### config.mk
export PLATFORM = sky130hd
export DESIGN_NAME = decoder_rr_arbiter_flat
export DESIGN_NICKNAME = d
export VERILOG_FILES = /design/src/rtl/decoder_rr_arbiter_pkg.sv /design/src/rtl/decoder_rr_arbiter_if.sv /design/src/rtl/decoder_rr_arbiter_rr_pick8.sv /design/src/rtl/decoder_rr_arbiter.sv /design/src/flat_wrapper.sv
export SDC_FILE = /design/constraint.sdc
export NUM_CORES = 1
export LEC_CHECK = 0
export ABC_AREA = 1
export BUFFER_PORTS_ARGS = -buffer_cell sky130_fd_sc_hd__buf_4
export CORE_ASPECT_RATIO = 0.6
export CORE_MARGIN = 1.5
export CORE_UTILIZATION = 55
export CTS_CLUSTER_DIAMETER = 30
export DETAILED_ROUTE_END_ITERATION = 10
export GPL_TIMING_DRIVEN = 0
export PLACE_DENSITY = 0.82
export SYNTH_ARGS = -nofsm -noshare
export SYNTH_HDL_FRONTEND = slang
export SYNTH_SLANG_ARGS = --single-unit
### constraint.sdc
create_clock -name clk -period 3.9 [get_ports clk]
set_clock_uncertainty 0.15 [all_clocks]
set_input_delay 0.39 -clock clk [delete_from_list [all_inputs] [get_ports clk]]
set_output_delay 0.39 -clock clk [all_outputs]
set_load 0.02 [all_outputs]
### src/rtl/decoder_rr_arbiter_pkg.sv
// Shared definitions for the round-robin arbiter that drives a single 3-to-8 decoder.
// State encodings and the {g1,g2a_bar,g2b_bar} enable patterns.
package decoder_arb_pkg;

  localparam logic [1:0] IDLE  = 2'd0;
  localparam logic [1:0] SETUP = 2'd1;
  localparam logic [1:0] OWN   = 2'd2;
  localparam logic [1:0] GAP   = 2'd3;

  typedef enum logic [1:0] {
    ST_IDLE  = IDLE,
    ST_SETUP = SETUP,
    ST_OWN   = OWN,
    ST_GAP   = GAP
  } state_t;

  // Ordered as {g1, g2a_bar, g2b_bar}
  localparam logic [2:0] DEC_EN  = 3'b100;
  localparam logic [2:0] DEC_DIS = 3'b011;

endpackage

### src/rtl/decoder_rr_arbiter_if.sv
// Requester/decoder-side signal bundle of the arbiter.
// The arbiter uses the slave modport; the requesting side uses master.
interface decoder_rr_arbiter_if;
  import decoder_arb_pkg::*;

  logic [7:0] req;
  logic       sel_a;
  logic       sel_b;
  logic       sel_c;
  logic       g1;
  logic       g2a_bar;
  logic       g2b_bar;
  logic       gnt_valid;
  logic [2:0] gnt_id;
  logic       timeout;

  modport master (
    output req,
    input  sel_a, sel_b, sel_c, g1, g2a_bar, g2b_bar, gnt_valid, gnt_id, timeout
  );

  modport slave (
    input  req,
    output sel_a, sel_b, sel_c, g1, g2a_bar, g2b_bar, gnt_valid, gnt_id, timeout
  );

endinterface

### src/rtl/decoder_rr_arbiter_rr_pick8.sv
// Combinational round-robin picker: first set req bit after last_id, wrapping.
// Offsets are scanned from farthest to nearest so the nearest set bit is the final write.
module rr_pick8
  import decoder_arb_pkg::*;
(
  input  logic [7:0] req,
  input  logic [2:0] last_id,
  output logic       any,
  output logic [2:0] win_id
);

  logic [2:0] cand;

  always_comb begin
    any    = |req;
    win_id = last_id;
    cand   = last_id;
    for (int i = 8; i >= 1; i--) begin
      cand = last_id + 3'(i);
      if (req[cand]) begin
        win_id = cand;
      end
    end
  end

endmodule

### src/rtl/decoder_rr_arbiter.sv
// Round-robin owner of one 74HC138: select setup, bounded enable window, dead time.
// All outputs come straight from registers.
module decoder_rr_arbiter
  import decoder_arb_pkg::*;
#(
  parameter int HOLD_MAX   = 15,
  parameter int GAP_CYCLES = 1
) (
  input  logic           clk,
  input  logic           reset_n,
  decoder_rr_arbiter_if.slave bus
);

  localparam logic [7:0] HOLD_LAST = 8'(HOLD_MAX - 1);
  localparam logic [3:0] GAP_LAST  = 4'(GAP_CYCLES - 1);

  state_t     state_q, state_d;
  logic [2:0] sel_q, sel_d;
  logic [2:0] en_q, en_d;
  logic [2:0] last_q, last_d;
  logic       valid_q, valid_d;
  logic       tmo_q, tmo_d;
  logic [7:0] hold_q, hold_d;
  logic [3:0] gap_q, gap_d;

  logic       pick_any;
  logic [2:0] pick_id;
  logic       owner_req;

  rr_pick8 u_pick (
    .req     (bus.req),
    .last_id (last_q),
    .any     (pick_any),
    .win_id  (pick_id)
  );

  assign owner_req = bus.req[sel_q];

  always_comb begin
    state_d = state_q;
    sel_d   = sel_q;
    en_d    = en_q;
    last_d  = last_q;
    valid_d = valid_q;
    tmo_d   = 1'b0;
    hold_d  = hold_q;
    gap_d   = gap_q;
    case (state_q)
      ST_IDLE: begin
        if (pick_any) begin
          sel_d   = pick_id;
          state_d = ST_SETUP;
        end
      end
      ST_SETUP: begin
        if (!owner_req) begin
          gap_d   = 4'd0;
          state_d = ST_GAP;
        end else begin
          en_d    = DEC_EN;
          valid_d = 1'b1;
          hold_d  = 8'd0;
          state_d = ST_OWN;
        end
      end
      ST_OWN: begin
        hold_d = hold_q + 8'd1;
        if (!owner_req || (hold_q == HOLD_LAST)) begin
          en_d    = DEC_DIS;
          valid_d = 1'b0;
          last_d  = sel_q;
          gap_d   = 4'd0;
          state_d = ST_GAP;
          // a release on the final cycle takes precedence over the timeout
          tmo_d   = owner_req;
        end
      end
      ST_GAP: begin
        gap_d = gap_q + 4'd1;
        if (gap_q == GAP_LAST) begin
          state_d = ST_IDLE;
        end
      end
      default: begin
        en_d    = DEC_DIS;
        valid_d = 1'b0;
        state_d = ST_IDLE;
      end
    endcase
  end

  always_ff @(posedge clk) begin
    if (!reset_n) begin
      state_q <= ST_IDLE;
      sel_q   <= 3'd0;
      en_q    <= DEC_DIS;
      last_q  <= 3'd7;
      valid_q <= 1'b0;
      tmo_q   <= 1'b0;
      hold_q  <= 8'd0;
      gap_q   <= 4'd0;
    end else begin
      state_q <= state_d;
      sel_q   <= sel_d;
      en_q    <= en_d;
      last_q  <= last_d;
      valid_q <= valid_d;
      tmo_q   <= tmo_d;
      hold_q  <= hold_d;
      gap_q   <= gap_d;
    end
  end

  assign bus.sel_a     = sel_q[0];
  assign bus.sel_b     = sel_q[1];
  assign bus.sel_c     = sel_q[2];
  assign bus.gnt_id    = sel_q;
  assign bus.g1        = en_q[2];
  assign bus.g2a_bar   = en_q[1];
  assign bus.g2b_bar   = en_q[0];
  assign bus.gnt_valid = valid_q;
  assign bus.timeout   = tmo_q;

endmodule

### src/flat_wrapper.sv
// flat-port wrapper written by rule: the top's interface ports become plain ports
module decoder_rr_arbiter_flat import decoder_arb_pkg::*;
#(
  parameter int HOLD_MAX   = 15,
  parameter int GAP_CYCLES = 1
)
  (clk, reset_n, bus_req, bus_sel_a, bus_sel_b, bus_sel_c, bus_g1, bus_g2a_bar, bus_g2b_bar, bus_gnt_valid, bus_gnt_id, bus_timeout);
  decoder_rr_arbiter_if bus_i ();
  input  logic clk;
  input  logic reset_n;
  input wire logic [$bits(bus_i.req)-1:0] bus_req;
  output wire logic [$bits(bus_i.sel_a)-1:0] bus_sel_a;
  output wire logic [$bits(bus_i.sel_b)-1:0] bus_sel_b;
  output wire logic [$bits(bus_i.sel_c)-1:0] bus_sel_c;
  output wire logic [$bits(bus_i.g1)-1:0] bus_g1;
  output wire logic [$bits(bus_i.g2a_bar)-1:0] bus_g2a_bar;
  output wire logic [$bits(bus_i.g2b_bar)-1:0] bus_g2b_bar;
  output wire logic [$bits(bus_i.gnt_valid)-1:0] bus_gnt_valid;
  output wire logic [$bits(bus_i.gnt_id)-1:0] bus_gnt_id;
  output wire logic [$bits(bus_i.timeout)-1:0] bus_timeout;
  assign bus_i.req = bus_req;
  assign bus_sel_a = bus_i.sel_a;
  assign bus_sel_b = bus_i.sel_b;
  assign bus_sel_c = bus_i.sel_c;
  assign bus_g1 = bus_i.g1;
  assign bus_g2a_bar = bus_i.g2a_bar;
  assign bus_g2b_bar = bus_i.g2b_bar;
  assign bus_gnt_valid = bus_i.gnt_valid;
  assign bus_gnt_id = bus_i.gnt_id;
  assign bus_timeout = bus_i.timeout;
  decoder_rr_arbiter #(.HOLD_MAX(HOLD_MAX), .GAP_CYCLES(GAP_CYCLES)) u_core (.clk(clk), .reset_n(reset_n), .bus(bus_i));
endmodule
==> results.json <==
{
  "cts.path.max_buffers": 2,
  "layout_commonest_cell": "nand2_1",
  "synth_xor_area_share_pct": 5.007,
  "wl_um": 4673,
  "synth_top_family_by_area": "simple AND/OR/NAND/NOR gates",
  "grt_max_degree": 13,
  "irDropWorstVdd_v": 0.0003851,
  "p_int_uw": 746.3,
  "pwr-share-comb_pct": 70.0,
  "slew_violations": 0,
  "tns_ps": 0,
  "yosys.area.top_type": "dfxtp_1",
  "htree_levels": 1,
  "rows": 16,
  "yosys_warnings": 0,
  "synth_top_area_share_pct": 23.93,
  "cts-root-buf": "clkbuf_8",
  "setup_ws_ps": 1457,
  "postRouteAntennaNets": 0,
  "fin_nets": 336,
  "top_layer_used": "met4",
  "synth_nets": 312,
  "critPathLaunchType": "flop",
  "die_w_um": 79.37,
  "p_clk_share_pct": 9.3,
  "finalHoldViolCount": 0,
  "start_util_pct": 58.26,
  "synth_compound_area_share_pct": 13.26,
  "crit_family": "simple AND/OR/NAND/NOR gates",
  "route.met2.wl_um": 1733,
  "p_sw_share_pct": 52.76,
  "dieArea_um2": 3875,
  "run_status": "finished, final reports clean",
  "drc": 0,
  "place_congestion": 0.9771,
  "critPathMostFrequentCell": "nand2_1",
  "setup_viol": 0,
  "leakage_uw": 0.001051,
  "dp_hpwl_um": 3649,
  "antenna_cells": 0,
  "core_um2": 3303,
  "grt_pass1_wl_um": 7845,
  "ys_seq_area_share_pct": 23.93,
  "io_pins": 21,
  "track_usage_pct": 26.46,
  "p_seq_share_pct": 20.7,
  "synthesis.area_um2": 1924,
  "slowest_delay_ps": 400,
  "crit_slowest_cell": "ha_1",
  "required_ps": 3950,
  "worstPathArrival_ps": 2490,
  "synth-seq-cells": 23,
  "worst_pin_slew_ps": 508.9,
  "hp-class": "reg2reg",
  "vias_per_cell": 5.356,
  "syn_area_per_cell_um2": 6.590,
  "critPathBufInv": 3,
  "drtPass1Iterations": 5,
  "clkSinkCount": 23,
  "crit_path_max_fanout": 10,
  "dr_wl_met3_um": 581,
  "postCtsHoldBufs": 0,
  "grt_overflow": 0,
  "antenna_found_initial": 0,
  "first_global_vias": 1677,
  "critPathKind": "reg2reg",
  "synth_adder_area_share_pct": 6.502,
  "place_ws_ps": 1571,
  "synth_area_leaders": "dfxtp_1, nand2_1, nand3_1, inv_1, ha_1",
  "area_delta_synth_final_pct": 12.68,
  "insertion_delay_ps": 270,
  "drive_gt1_share_pct": 20.00,
  "ctsResizeCount": 0,
  "die_y_um": 48.82,
  "finalCriticalPeriod_ps": 2443,
  "final_cell_mix": "nand2_1, nand3_1, inv_1",
  "ys_types": 33,
  "p_per_area_nw_per_um2": 728.7,
  "yosys.area_share.simple_pct": 38.43,
  "p_sw_uw": 833.6,
  "max_slew_margin_pct": 66.08,
  "syn_inst": 292,
  "synthMuxAreaShare_pct": 0,
  "cts_setup_buffers": 0,
  "wl_per_cell_um": 12.98,
  "met1Wirelength_um": 2300,
  "cap_violations": 0,
  "num_vias": 1928,
  "cp-end-kind": "flop",
  "fin_crit_sh_pct": 62.64,
  "clk_pin_slew_ps": 80,
  "port-buffer-count": 19,
  "cts_inserted_buffers": 3,
  "cts_tree": "done",
  "cp_cell_sequence": "buf_6 -> inv_2 -> ha_1 -> inv_1 -> nand3_1 -> nand3_1 -> nand2_1 -> a21oi_1 -> nand2_1 -> nand2_1 -> nand2_1 -> a21oi_1",
  "fmax_mhz": 409.4,
  "rsz0062_at_grt": "no",
  "drtIter0Drc": 155
}
area by class of cell:
class | instances | area (µm²)
plain buffers | 11 | 90.09
clock buffers | 4 | 45.04
fillers | 302 | 1135
inverters | 42 | 157.7
multi-input cells | 216 | 1216
flip-flops and latches | 23 | 460.4
well taps | 45 | 56.30
repair buffers | 19 | 142.6
final timing paths:
kind	cells past startpoint	slack [ps]	from	end
max	12	1460	u_core.last_q[1]	u_core.bus.gnt_id[1]
min	2	350	u_core.gap_q[3]	u_core.gap_q[3]
max reg2reg	12	1460	u_core.last_q[1]	u_core.bus.gnt_id[1]
min reg2reg	2	350	u_core.gap_q[3]	u_core.gap_q[3]
power by group through the flow:
| stage | sequential [µW] | clock, µW | combinational, µW |
|---|---|---|---|
| after CTS | 326 | 152 | 1080 |
| after floorplan | 345 | 0 | 814 |
| after global placement | 329 | 0 | 1070 |
| final | 327 | 147 | 1110 |
| after detailed placement | 332 | 0 | 1070 |
| after global routing | 335 | 162 | 1220 |
routing by layer:
metal	vias up	global-route usage [%]
li1	987	-
met1	841	39.32
met5	-	0
met2	96	33.90
met4	0	7.895
met3	4	11.40
kinds of logic (layout without fill, tap and decap cells):
group                      count (synthesis)  in the layout
adders and majority gates                 10             10
xor gates and xnor gates                   8              8
DFF                                       23             23
and+or+nand+nor                          157            157
AOI/OAI and AO/OA                         41             41
buffers and inverters                     53             76
state kept, by name (all words and copies together) (netlist names):
register	cells
u_core.gap_q	4
u_core.bus.timeout	1
u_core.state_q	2
u_core.hold_q	8
u_core.en_q	2
u_core.bus.gnt_id	3
u_core.last_q	3
tightest hold or removal path, stage by stage, from the launching register on:
cell and delay [ps]:
dfxtp_1 330, nand2_1 70, a21oi_1 50
metrics by stage:
stage | utilization [%] | instances | area, µm² | hold slack, ps | total power, µW
global placement | 64.28 | 356 | 2123 | 319.2 | 1396
global route | 65.64 | 360 | 2168 | 374.1 | 1719
detailed placement | 64.28 | 356 | 2123 | 339.0 | 1404
CTS | 65.64 | 360 | 2168 | 349.6 | 1558
finish | 65.64 | 360 | 2168 | 346.5 | 1580
floorplan | - | 292 | 1924 | 313.7 | 1158
cell usage after synthesis (all sizes together):
cell,number
a21oi,22
inv,42
dfxtp,23
nor3,4
nor3b,1
o211ai,7
and2,2
a31o,1
nor2,20
nor4,2
xor2,5
buf,9
o21ai,9
clkbuf,2
nand4,2
nand2,83
nand3,43
ha,10
a31oi,2
xnor2,3
(Power assumes the default switching activity.)
